### src/rtl/spart_rx_if.sv
// Bus-side view of the SPART receiver: chip select / direction / address in,
// holding register and status flags out.
interface spart_rx_if;
  logic       iocs;
  logic       iorw;
  logic [1:0] ioaddr;
  logic [7:0] rx_data;
  logic       rda;
  logic       ferr;
  logic       oerr;

  modport master (
    output iocs, iorw, ioaddr,
    input  rx_data, rda, ferr, oerr
  );

  modport slave (
    input  iocs, iorw, ioaddr,
    output rx_data, rda, ferr, oerr
  );
endinterface

### src/rtl/spart_rx.sv
// SPART receive half: oversampled 8N1 deserialiser with byte-ready, framing
// error and overrun flags, cleared by bus reads of the data/status registers.
//
// Bus handshake: a read is a single clk with iocs=1, iorw=1; ioaddr 00 acks the
// data register (clears rda), 01 acks status (clears ferr/oerr). No stall, no
// wait states; any flag set in the same clk takes priority over the clear.
module spart_rx #(
  parameter int OVERSAMPLE  = 16,
  parameter int SYNC_STAGES = 2
) (
  input  logic       clk,
  input  logic       rst_n,
  input  logic       enable,
  input  logic       rx,
  spart_rx_if.slave  bus,
  output logic [1:0] fsm_state
);

  localparam int TW = $clog2(OVERSAMPLE);
  localparam logic [TW-1:0] TICK_LAST = TW'(OVERSAMPLE - 1);
  localparam logic [TW-1:0] TICK_HALF = TW'(OVERSAMPLE / 2 - 1);

  typedef enum logic [1:0] {
    IDLE  = 2'd0,
    START = 2'd1,
    DATA  = 2'd2,
    STOP  = 2'd3
  } state_t;

  state_t                 state;
  logic [SYNC_STAGES-1:0] sync;
  logic                   rx_s;
  logic [TW-1:0]          tick_cnt;
  logic [2:0]             bit_cnt;
  logic [7:0]             shreg;
  logic [7:0]             data_q;
  logic                   rda_q;
  logic                   ferr_q;
  logic                   oerr_q;
  logic                   rd_data;
  logic                   rd_stat;
  logic                   complete;

  assign rx_s     = sync[SYNC_STAGES-1];
  assign rd_data  = bus.iocs && bus.iorw && (bus.ioaddr == 2'b00);
  assign rd_stat  = bus.iocs && bus.iorw && (bus.ioaddr == 2'b01);
  assign complete = (state == STOP) && enable && (tick_cnt == TICK_LAST);

  assign bus.rx_data = data_q;
  assign bus.rda     = rda_q;
  assign bus.ferr    = ferr_q;
  assign bus.oerr    = oerr_q;
  assign fsm_state   = state;

  always_ff @(posedge clk or negedge rst_n) begin
    if (!rst_n) sync <= '1;
    else        sync <= {sync[SYNC_STAGES-2:0], rx};
  end

  always_ff @(posedge clk or negedge rst_n) begin
    if (!rst_n) begin
      state    <= IDLE;
      tick_cnt <= '0;
      bit_cnt  <= '0;
      shreg    <= '0;
      data_q   <= '0;
      rda_q    <= 1'b0;
      ferr_q   <= 1'b0;
      oerr_q   <= 1'b0;
    end else begin
      case (state)
        IDLE: begin
          if (!rx_s) begin
            state    <= START;
            tick_cnt <= '0;
          end
        end
        START: begin
          if (enable) begin
            if (tick_cnt == TICK_HALF) begin
              // A line that is high again mid start bit was a glitch.
              state    <= rx_s ? IDLE : DATA;
              tick_cnt <= '0;
              bit_cnt  <= '0;
            end else begin
              tick_cnt <= tick_cnt + 1'b1;
            end
          end
        end
        DATA: begin
          if (enable) begin
            if (tick_cnt == TICK_LAST) begin
              tick_cnt <= '0;
              shreg    <= {rx_s, shreg[7:1]};
              bit_cnt  <= bit_cnt + 3'd1;
              if (bit_cnt == 3'd7) begin
                state   <= STOP;
                bit_cnt <= '0;
              end
            end else begin
              tick_cnt <= tick_cnt + 1'b1;
            end
          end
        end
        STOP: begin
          if (enable) begin
            if (tick_cnt == TICK_LAST) begin
              state    <= IDLE;
              tick_cnt <= '0;
              data_q   <= shreg;
            end else begin
              tick_cnt <= tick_cnt + 1'b1;
            end
          end
        end
        default: state <= IDLE;
      endcase

      if (complete)     rda_q <= 1'b1;
      else if (rd_data) rda_q <= 1'b0;

      if (complete && !rx_s) ferr_q <= 1'b1;
      else if (rd_stat)      ferr_q <= 1'b0;

      // A data read landing on the completion clk consumes the old byte, so no overrun.
      if (complete && rda_q && !rd_data) oerr_q <= 1'b1;
      else if (rd_stat)                  oerr_q <= 1'b0;
    end
  end

endmodule
### src/flat_wrapper.sv
// flat-port wrapper written by rule: the top's interface ports become plain ports
module spart_rx_flat 
#(
  parameter int OVERSAMPLE  = 16,
  parameter int SYNC_STAGES = 2
)
  (clk, rst_n, enable, rx, fsm_state, bus_iocs, bus_iorw, bus_ioaddr, bus_rx_data, bus_rda, bus_ferr, bus_oerr);
  spart_rx_if bus_i ();
  input  logic clk;
  input  logic rst_n;
  input  logic enable;
  input  logic rx;
  output logic [1:0] fsm_state;
  input wire logic [$bits(bus_i.iocs)-1:0] bus_iocs;
  input wire logic [$bits(bus_i.iorw)-1:0] bus_iorw;
  input wire logic [$bits(bus_i.ioaddr)-1:0] bus_ioaddr;
  output wire logic [$bits(bus_i.rx_data)-1:0] bus_rx_data;
  output wire logic [$bits(bus_i.rda)-1:0] bus_rda;
  output wire logic [$bits(bus_i.ferr)-1:0] bus_ferr;
  output wire logic [$bits(bus_i.oerr)-1:0] bus_oerr;
  assign bus_i.iocs = bus_iocs;
  assign bus_i.iorw = bus_iorw;
  assign bus_i.ioaddr = bus_ioaddr;
  assign bus_rx_data = bus_i.rx_data;
  assign bus_rda = bus_i.rda;
  assign bus_ferr = bus_i.ferr;
  assign bus_oerr = bus_i.oerr;
  spart_rx #(.OVERSAMPLE(OVERSAMPLE), .SYNC_STAGES(SYNC_STAGES)) u_core (.clk(clk), .rst_n(rst_n), .enable(enable), .rx(rx), .bus(bus_i), .fsm_state(fsm_state));
endmodule
### config.mk
export PLATFORM = sky130hd
export DESIGN_NAME = spart_rx_flat
export DESIGN_NICKNAME = d
export VERILOG_FILES = /design/src/rtl/spart_rx_if.sv /design/src/rtl/spart_rx.sv /design/src/flat_wrapper.sv
export SDC_FILE = /design/constraint.sdc
export NUM_CORES = 1
export LEC_CHECK = 0
export CORE_MARGIN = 3
export CORE_UTILIZATION = 47
export DETAILED_ROUTE_END_ITERATION = 10
export PLACE_DENSITY_LB_ADDON = 0.15
export SETUP_SLACK_MARGIN = 0.1
export SYNTH_ARGS = -nofsm -noshare
export SYNTH_HDL_FRONTEND = slang
export SYNTH_SLANG_ARGS = --single-unit
export TNS_END_PERCENT = 50
### constraint.sdc
create_clock -name clk -period 1.6 [get_ports clk]
set_clock_uncertainty 0.1 [all_clocks]
set_input_delay 0.32 -clock clk [delete_from_list [all_inputs] [get_ports clk]]
set_output_delay 0.32 -clock clk [all_outputs]
set_load 0.02 [all_outputs]
* Word level (Yosys, flattened, before mapping)
Cells that the tools add are included.
** Operators by class
- Add/subtract/negate cells :: 2
- Equality and inequality tests :: 16
- Multiplexer cells :: 27
- Reductions and logical operators :: 22
** Operator list (number)
- 2-to-1 mux 4 bit :: 5
- 2-to-1 mux 2 bit :: 9
- 2-to-1 mux 3 bit :: 5
- one-hot mux 4 bit (3 select lines) :: 1
- != test 2 bit (second input constant) :: 5
- AND reduction 3 bit :: 3
- logical AND 1 bit :: 8
- != test 2 x 1 -> 1 bit (second input constant) :: 4
- one-hot mux 2 bit (4 select lines) :: 1
- AND reduction 8 bit :: 1
- nonzero test 2 bit :: 4
- one-hot mux 3 bit (2 select lines) :: 1
- 2-to-1 mux 1 bit :: 5
- AND reduction 5 bit :: 1
- adder 4 x 1 -> 4 bit (second input constant) :: 1
- equality test 2 x 1 -> 1 bit (second input constant) :: 2
- equality test 2 bit (second input constant) :: 2
- equality test 4 x 3 -> 1 bit (second input constant) :: 1
- equality test 4 bit (second input constant) :: 1
- logical NOT 2 bit :: 2
- adder 3 x 1 -> 3 bit (second input constant) :: 1
- equality test 3 bit (second input constant) :: 1
- logical NOT 1 bit :: 2
- OR reduction 2 bit :: 1
** Word-level totals
- Bits in registers :: 30
- Input bits :: 8
- Output and inout bits :: 13
- Word-level logic and storage cells :: 76

* Depth between registers and ports, before layout
- Depth after elaboration :: 6
- Depth in mapped cells :: 5
- Mapped depth without buffers :: 4

* Least setup slack after synthesis
OpenSTA, ideal clock, no wires.
- Path type :: reg2reg
- Start :: reg u_core.tick_cnt[0]
- End :: reg u_core.data_q[0] (netlist: u_core.bus.rx_data[0])
- Library setup time :: 0.125 ns
- Arrival time :: 1.397 ns
- Required time :: 1.375 ns
- Path slack :: -0.021 ns
- Stages on the path, launching flop included :: 6
- Path buffers :: 1
- Period minus slack after synthesis :: 1.621 ns
- Path through :: dfrtp_1 > ha_1 > and3_1 > buf_4 > nand3_4 > mux2_2
** Between the ends
- Longest elaborated chain between the ends :: 2
** Ends and longest elaborated chain
- start: declaration :: line spart_rx.sv:33 : logic [TW-1:0] tick_cnt;
- start signal: assignment :: line spart_rx.sv:86 : tick_cnt <= tick_cnt + 1'b1;
- start signal: assignment :: line spart_rx.sv:101 : tick_cnt <= tick_cnt + 1'b1;
- start signal: assignment :: line spart_rx.sv:112 : tick_cnt <= tick_cnt + 1'b1;
- equality test 4 bit :: line spart_rx.sv:107 : if (tick_cnt == TICK_LAST) begin
- AND reduction 3 bit (no line)
- end signal: assignment :: line spart_rx.sv:110 : data_q <= shreg;
- end: declaration :: line spart_rx.sv:36 : logic [7:0] data_q;
No other way between the ends.
A chain may end at the register's enable or synchronous reset.

* Worst setup path after layout
- Start :: reg u_core.tick_cnt[0]
- End :: reg u_core.shreg[3]
** Between the ends
- Longest elaborated chain between the ends :: 2
** Ends and longest elaborated chain
- equality test 4 bit :: line spart_rx.sv:92 : if (tick_cnt == TICK_LAST) begin
- AND reduction 3 bit (no line)
- end signal: assignment :: line spart_rx.sv:94 : shreg <= {rx_s, shreg[7:1]};
- end: declaration :: line spart_rx.sv:35 : logic [7:0] shreg;
No other way between the ends.

==> metrics.txt <==
# TYPE chip_impl_metric gauge
chip_impl_metric{name="core-area",unit="sq um"} 2780
chip_impl_metric{name="routabilityCongestion",unit=""} 0.766
chip_impl_info{name="hold_class",value="input port to asynchronous set/reset pin"} 1
chip_impl_metric{name="multi_input_comb_area",unit="sq um"} 668
chip_impl_info{name="critical_path.cell_chain",value="ha_4, nand4b_1, nor2_4, buf_12, mux2_4"} 1
chip_impl_metric{name="placementRows",unit=""} 19
chip_impl_metric{name="synth_simple_gate_area_share",unit="%"} 11.4
chip_impl_metric{name="synthCells",unit=""} 114
chip_impl_metric{name="global_route_track_usage_on_met3",unit="%"} 6.38
chip_impl_metric{name="maxSlewViolCount",unit=""} 0
chip_impl_metric{name="worst_vdd_rail_ir_drop",unit="mV"} 1.10
chip_impl_metric{name="powerDensity",unit="nW/um^2"} 1150
chip_impl_info{name="critical_path.endpoint_type",value="flop"} 1
chip_impl_metric{name="ys_ff_latch",unit=""} 30
chip_impl_metric{name="drt_first_iter_violations",unit=""} 46
chip_impl_metric{name="antenna_violating_nets_post_route",unit=""} 0
chip_impl_metric{name="area.growth.synth_to_final",unit="%"} 32.1
chip_impl_metric{name="worst_ep_required_time",unit="ns"} 1.72
chip_impl_info{name="synth_top_family_by_area",value="multiplexers"} 1
chip_impl_metric{name="detail_route.vias_per_cell",unit=""} 5.62
chip_impl_metric{name="timing.final.hold_violations",unit=""} 0
chip_impl_metric{name="detailroute.via_count",unit=""} 1028
chip_impl_metric{name="final_nets",unit=""} 162
chip_impl_metric{name="grt_start_max_net_pins",unit=""} 22
chip_impl_metric{name="cp_max_fo",unit=""} 8
chip_impl_metric{name="met2_demand_to_capacity_share_in_global_routing",unit="%"} 26.2
chip_impl_info{name="post-synth-top-area-cell",value="dfrtp_1"} 1
chip_impl_metric{name="syn-mean-instance-area",unit="sq um"} 12.2
chip_impl_info{name="critPathSlowestCell",value="dfrtp_1"} 1
chip_impl_metric{name="number_of_antenna_violations_at_the_first_check_in_global_routing",unit=""} 0
chip_impl_metric{name="ys_warn_count",unit=""} 0
chip_impl_metric{name="totalNegativeSetupSlack",unit="ns"} 0
chip_impl_metric{name="final.period_utilization",unit="%"} 95.3
chip_impl_metric{name="clkSinkCount",unit=""} 30
chip_impl_metric{name="wire_per_inst",unit="um"} 15.9
chip_impl_metric{name="post-synth-top-area-fraction",unit="%"} 50.2
chip_impl_metric{name="synth_xor_area_share",unit="%"} 1.26
chip_impl_metric{name="n_antenna_cell",unit=""} 0
chip_impl_metric{name="die_w",unit="um"} 60.5
chip_impl_metric{name="wl",unit="um"} 2920
chip_impl_metric{name="share_of_post_route_cells_with_drive_strength_above_1",unit="%"} 32.9
chip_impl_metric{name="fin_crit",unit="ns"} 1.52
chip_impl_metric{name="achievable-frequency",unit="MHz"} 656
chip_impl_info{name="outcome",value="completed"} 1
chip_impl_metric{name="globalRouteOverflowTotal",unit=""} 0
chip_impl_metric{name="least_margin_pin_slew",unit="ns"} 0.309
chip_impl_metric{name="layout.filler_cells",unit=""} 217
chip_impl_metric{name="yosys.cell_types.count",unit=""} 33
chip_impl_metric{name="final.hold.worst_slack",unit="ns"} 0.201
chip_impl_metric{name="post-dp-hpwl",unit="um"} 1960
chip_impl_metric{name="synth_compound_area_share",unit="%"} 12.6
chip_impl_metric{name="die_area",unit="sq um"} 3660
chip_impl_info{name="grt_setup_unrepaired",value="true"} 1
chip_impl_metric{name="h_tree_levels",unit=""} 2
chip_impl_metric{name="slew_headroom",unit="%"} 79.4
chip_impl_info{name="worstSetupPathType",value="flop to flop"} 1
chip_impl_metric{name="worst_setup_hold_path_clk_slew",unit="ns"} 0.10
chip_impl_metric{name="p_total",unit="uW"} 2120
chip_impl_metric{name="cts.path.max_buffers",unit=""} 2
chip_impl_metric{name="max_cap_violations",unit=""} 0
chip_impl_metric{name="post-route-drc-count",unit=""} 0
chip_impl_metric{name="synth_seq_area_share",unit="%"} 54.0
chip_impl_metric{name="final-seq-area",unit="sq um"} 753
chip_impl_metric{name="mapped_cell_area",unit="sq um"} 1400
chip_impl_metric{name="synthAdderAreaFrac",unit="%"} 2.69
chip_impl_metric{name="die_h",unit="um"} 60.5
chip_impl_metric{name="grt_pass1_wl",unit="um"} 4600
chip_impl_info{name="netlist_top_cells_area",value="dfrtp_1, mux2_2, dfstp_2"} 1
chip_impl_info{name="clockRootBuffer",value="clkbuf_4"} 1
chip_impl_metric{name="cp.arrival",unit="ns"} 1.65
chip_impl_metric{name="grt_util_all_layers",unit="%"} 17.7
chip_impl_metric{name="io_pins",unit=""} 21
chip_impl_metric{name="port_buffers",unit=""} 20
chip_impl_info{name="tritoncts",value="done"} 1
chip_impl_metric{name="met1_track_utilization_from_global_routing",unit="%"} 24.0
chip_impl_metric{name="proportion_of_synthesized_area_in_mux_cells",unit="%"} 14.2
chip_impl_metric{name="drt_pass1_iterations",unit=""} 4
chip_impl_info{name="busiest_layer",value="met2"} 1
chip_impl_metric{name="finalSetupViolations",unit=""} 0
chip_impl_metric{name="start_util",unit="%"} 50.2
chip_impl_metric{name="critical-path-max-stage-delay",unit="ns"} 0.41
chip_impl_info{name="critical_path.startpoint_type",value="flop"} 1
chip_impl_metric{name="cts_made_buffers",unit=""} 5
chip_impl_metric{name="power.leakage",unit="uW"} 0.000894
chip_impl_metric{name="synth_nets",unit=""} 125
chip_impl_metric{name="via_count_of_the_first_global_routing_pass",unit=""} 970
chip_impl_metric{name="clk_lat_worst_skew",unit="ns"} 0.33
==> per-stage QoR <==
stage	worst slack, ns	area, sq um	utilization (%)	std cells
floorplan	0.0214	1420	-	114
global placement	-0.234	1710	61.4	172
detailed placement	-0.270	1710	61.4	172
CTS	0.0201	1780	64.0	181
global route	0.0164	1840	66.3	183
finish	0.0755	1840	66.3	183
==> layout by cell type (no fill, tap or decap), drive strengths merged <==
cell | synthesis | final
a311oi | 1 | 1
clkinv | 0 | 1
clkbuf | 0 | 7
dlygate4sd2 | 0 | 10
dfstp | 2 | 2
ha | 3 | 3
inv | 3 | 3
nand4 | 1 | 1
clkdlybuf4s50 | 0 | 7
a21oi | 6 | 6
nand4b | 2 | 2
nand3b | 1 | 1
o21ai | 4 | 4
o2111ai | 2 | 2
nor2 | 4 | 4
nand2 | 8 | 8
a211o | 2 | 2
and2b | 1 | 1
mux2 | 16 | 16
dfrtp | 28 | 28
clkinvlp | 0 | 1
xor2 | 2 | 2
a211oi | 3 | 3
a31oi | 2 | 2
and2 | 1 | 1
nand3 | 4 | 5
clkdlybuf4s15 | 0 | 2
mux2i | 1 | 1
and3 | 2 | 2
o41ai | 1 | 1
o21a | 2 | 2
buf | 6 | 15
nor3 | 3 | 3
o31ai | 3 | 3
==> layer usage <==
metal  vias to the layer above  share of wire [%]
li1                        496                  -
met1                       501                 46
met2                        25                 46
met3                         6                5.9
met4                         0                1.4
met5                         -                  0
==> power by group <==
group / switching, uW / leakage (uW) / internal, uW
clock: 265 / 0.0000343 / 211
combinational: 402 / 0.000461 / 321
sequential: 76.8 / 0.000399 / 844
==> registers in the layout, summed over array words and instances, names as in the netlist, 2 cells and up, named ones only <==
name / count
u_core.bit_cnt: 3
u_core.sync: 2
u_core.tick_cnt: 4
u_core.shreg: 8
u_core.bus.rx_data: 8
==> worst max-delay path, delay by kind of cell (launching register included) <==
family                     cells  cell delay [ns]
adders and majority gates      1             0.15
buffers and inverters          1             0.14
DFF                            1             0.41
muxes                          1             0.30
and+or+nand+nor                2             0.30
==> timing repair <==
item | 4_1_cts | 5_1_grt
gates cloned | 0 | 1
resized for setup | 17 | 12
pin swaps | 3 | 2
setup buffers | 1 | 1
endpoints found under the setup margin | 31 | 32
hold buffers | 0 | 0
==> cell type report <==
type	instances	share of cell area [%]
clock buffer	6	2.78
multi-input combinational	76	36.3
tap	31	2.10
timing repair buffer	35	16.7
sequential	30	40.9
inverter	3	0.611
clock inverter	2	0.679
==> worst paths after layout <==
check	to	slack, ns	cells after the start	start
setup reg to reg	u_core.shreg[3]	0.08	5	u_core.tick_cnt[0]
max in group asynchronous	asynchronous set/reset pin	0.93	2	rst_n
setup / recovery	u_core.shreg[3]	0.08	5	u_core.tick_cnt[0]
hold reg to reg	u_core.sync[1]	0.26	0	u_core.sync[0]
hold / removal	u_core.tick_cnt[0]	0.20	2	rst_n
min in group clk	u_core.sync[1]	0.26	0	u_core.sync[0]
==> cells by family after synthesis <==
kind of cell | count (synthesis)
AO/OA/AOI/OAI | 26
multiplexers | 17
buffers and inverters | 9
adder cells (fa/ha/maj) | 3
AND/OR/NAND/NOR | 27
flip-flops | 30
XOR/XNOR | 2
==> Yosys cell counts <==
cell type	count
a211o_1	2
a211oi_1	3
a21oi_1	6
a311oi_1	1
a31oi_1	2
and2_0	1
and2b_2	1
and3_1	2
buf_2	2
buf_4	3
buf_6	1
dfrtp_1	28
dfstp_2	2
ha_1	3
inv_1	3
mux2_2	14
mux2_4	2
mux2i_1	1
nand2_1	8
nand3_1	3
nand3_4	1
nand3b_1	1
nand4_1	1
nand4b_1	2
nor2_1	3
nor2_4	1
nor3_1	3
o2111ai_1	2
o21a_1	2
o21ai_0	4
o31ai_1	3
o41ai_1	1
xor2_1	2
No activity file was read; power rests on OpenSTA's default activity.
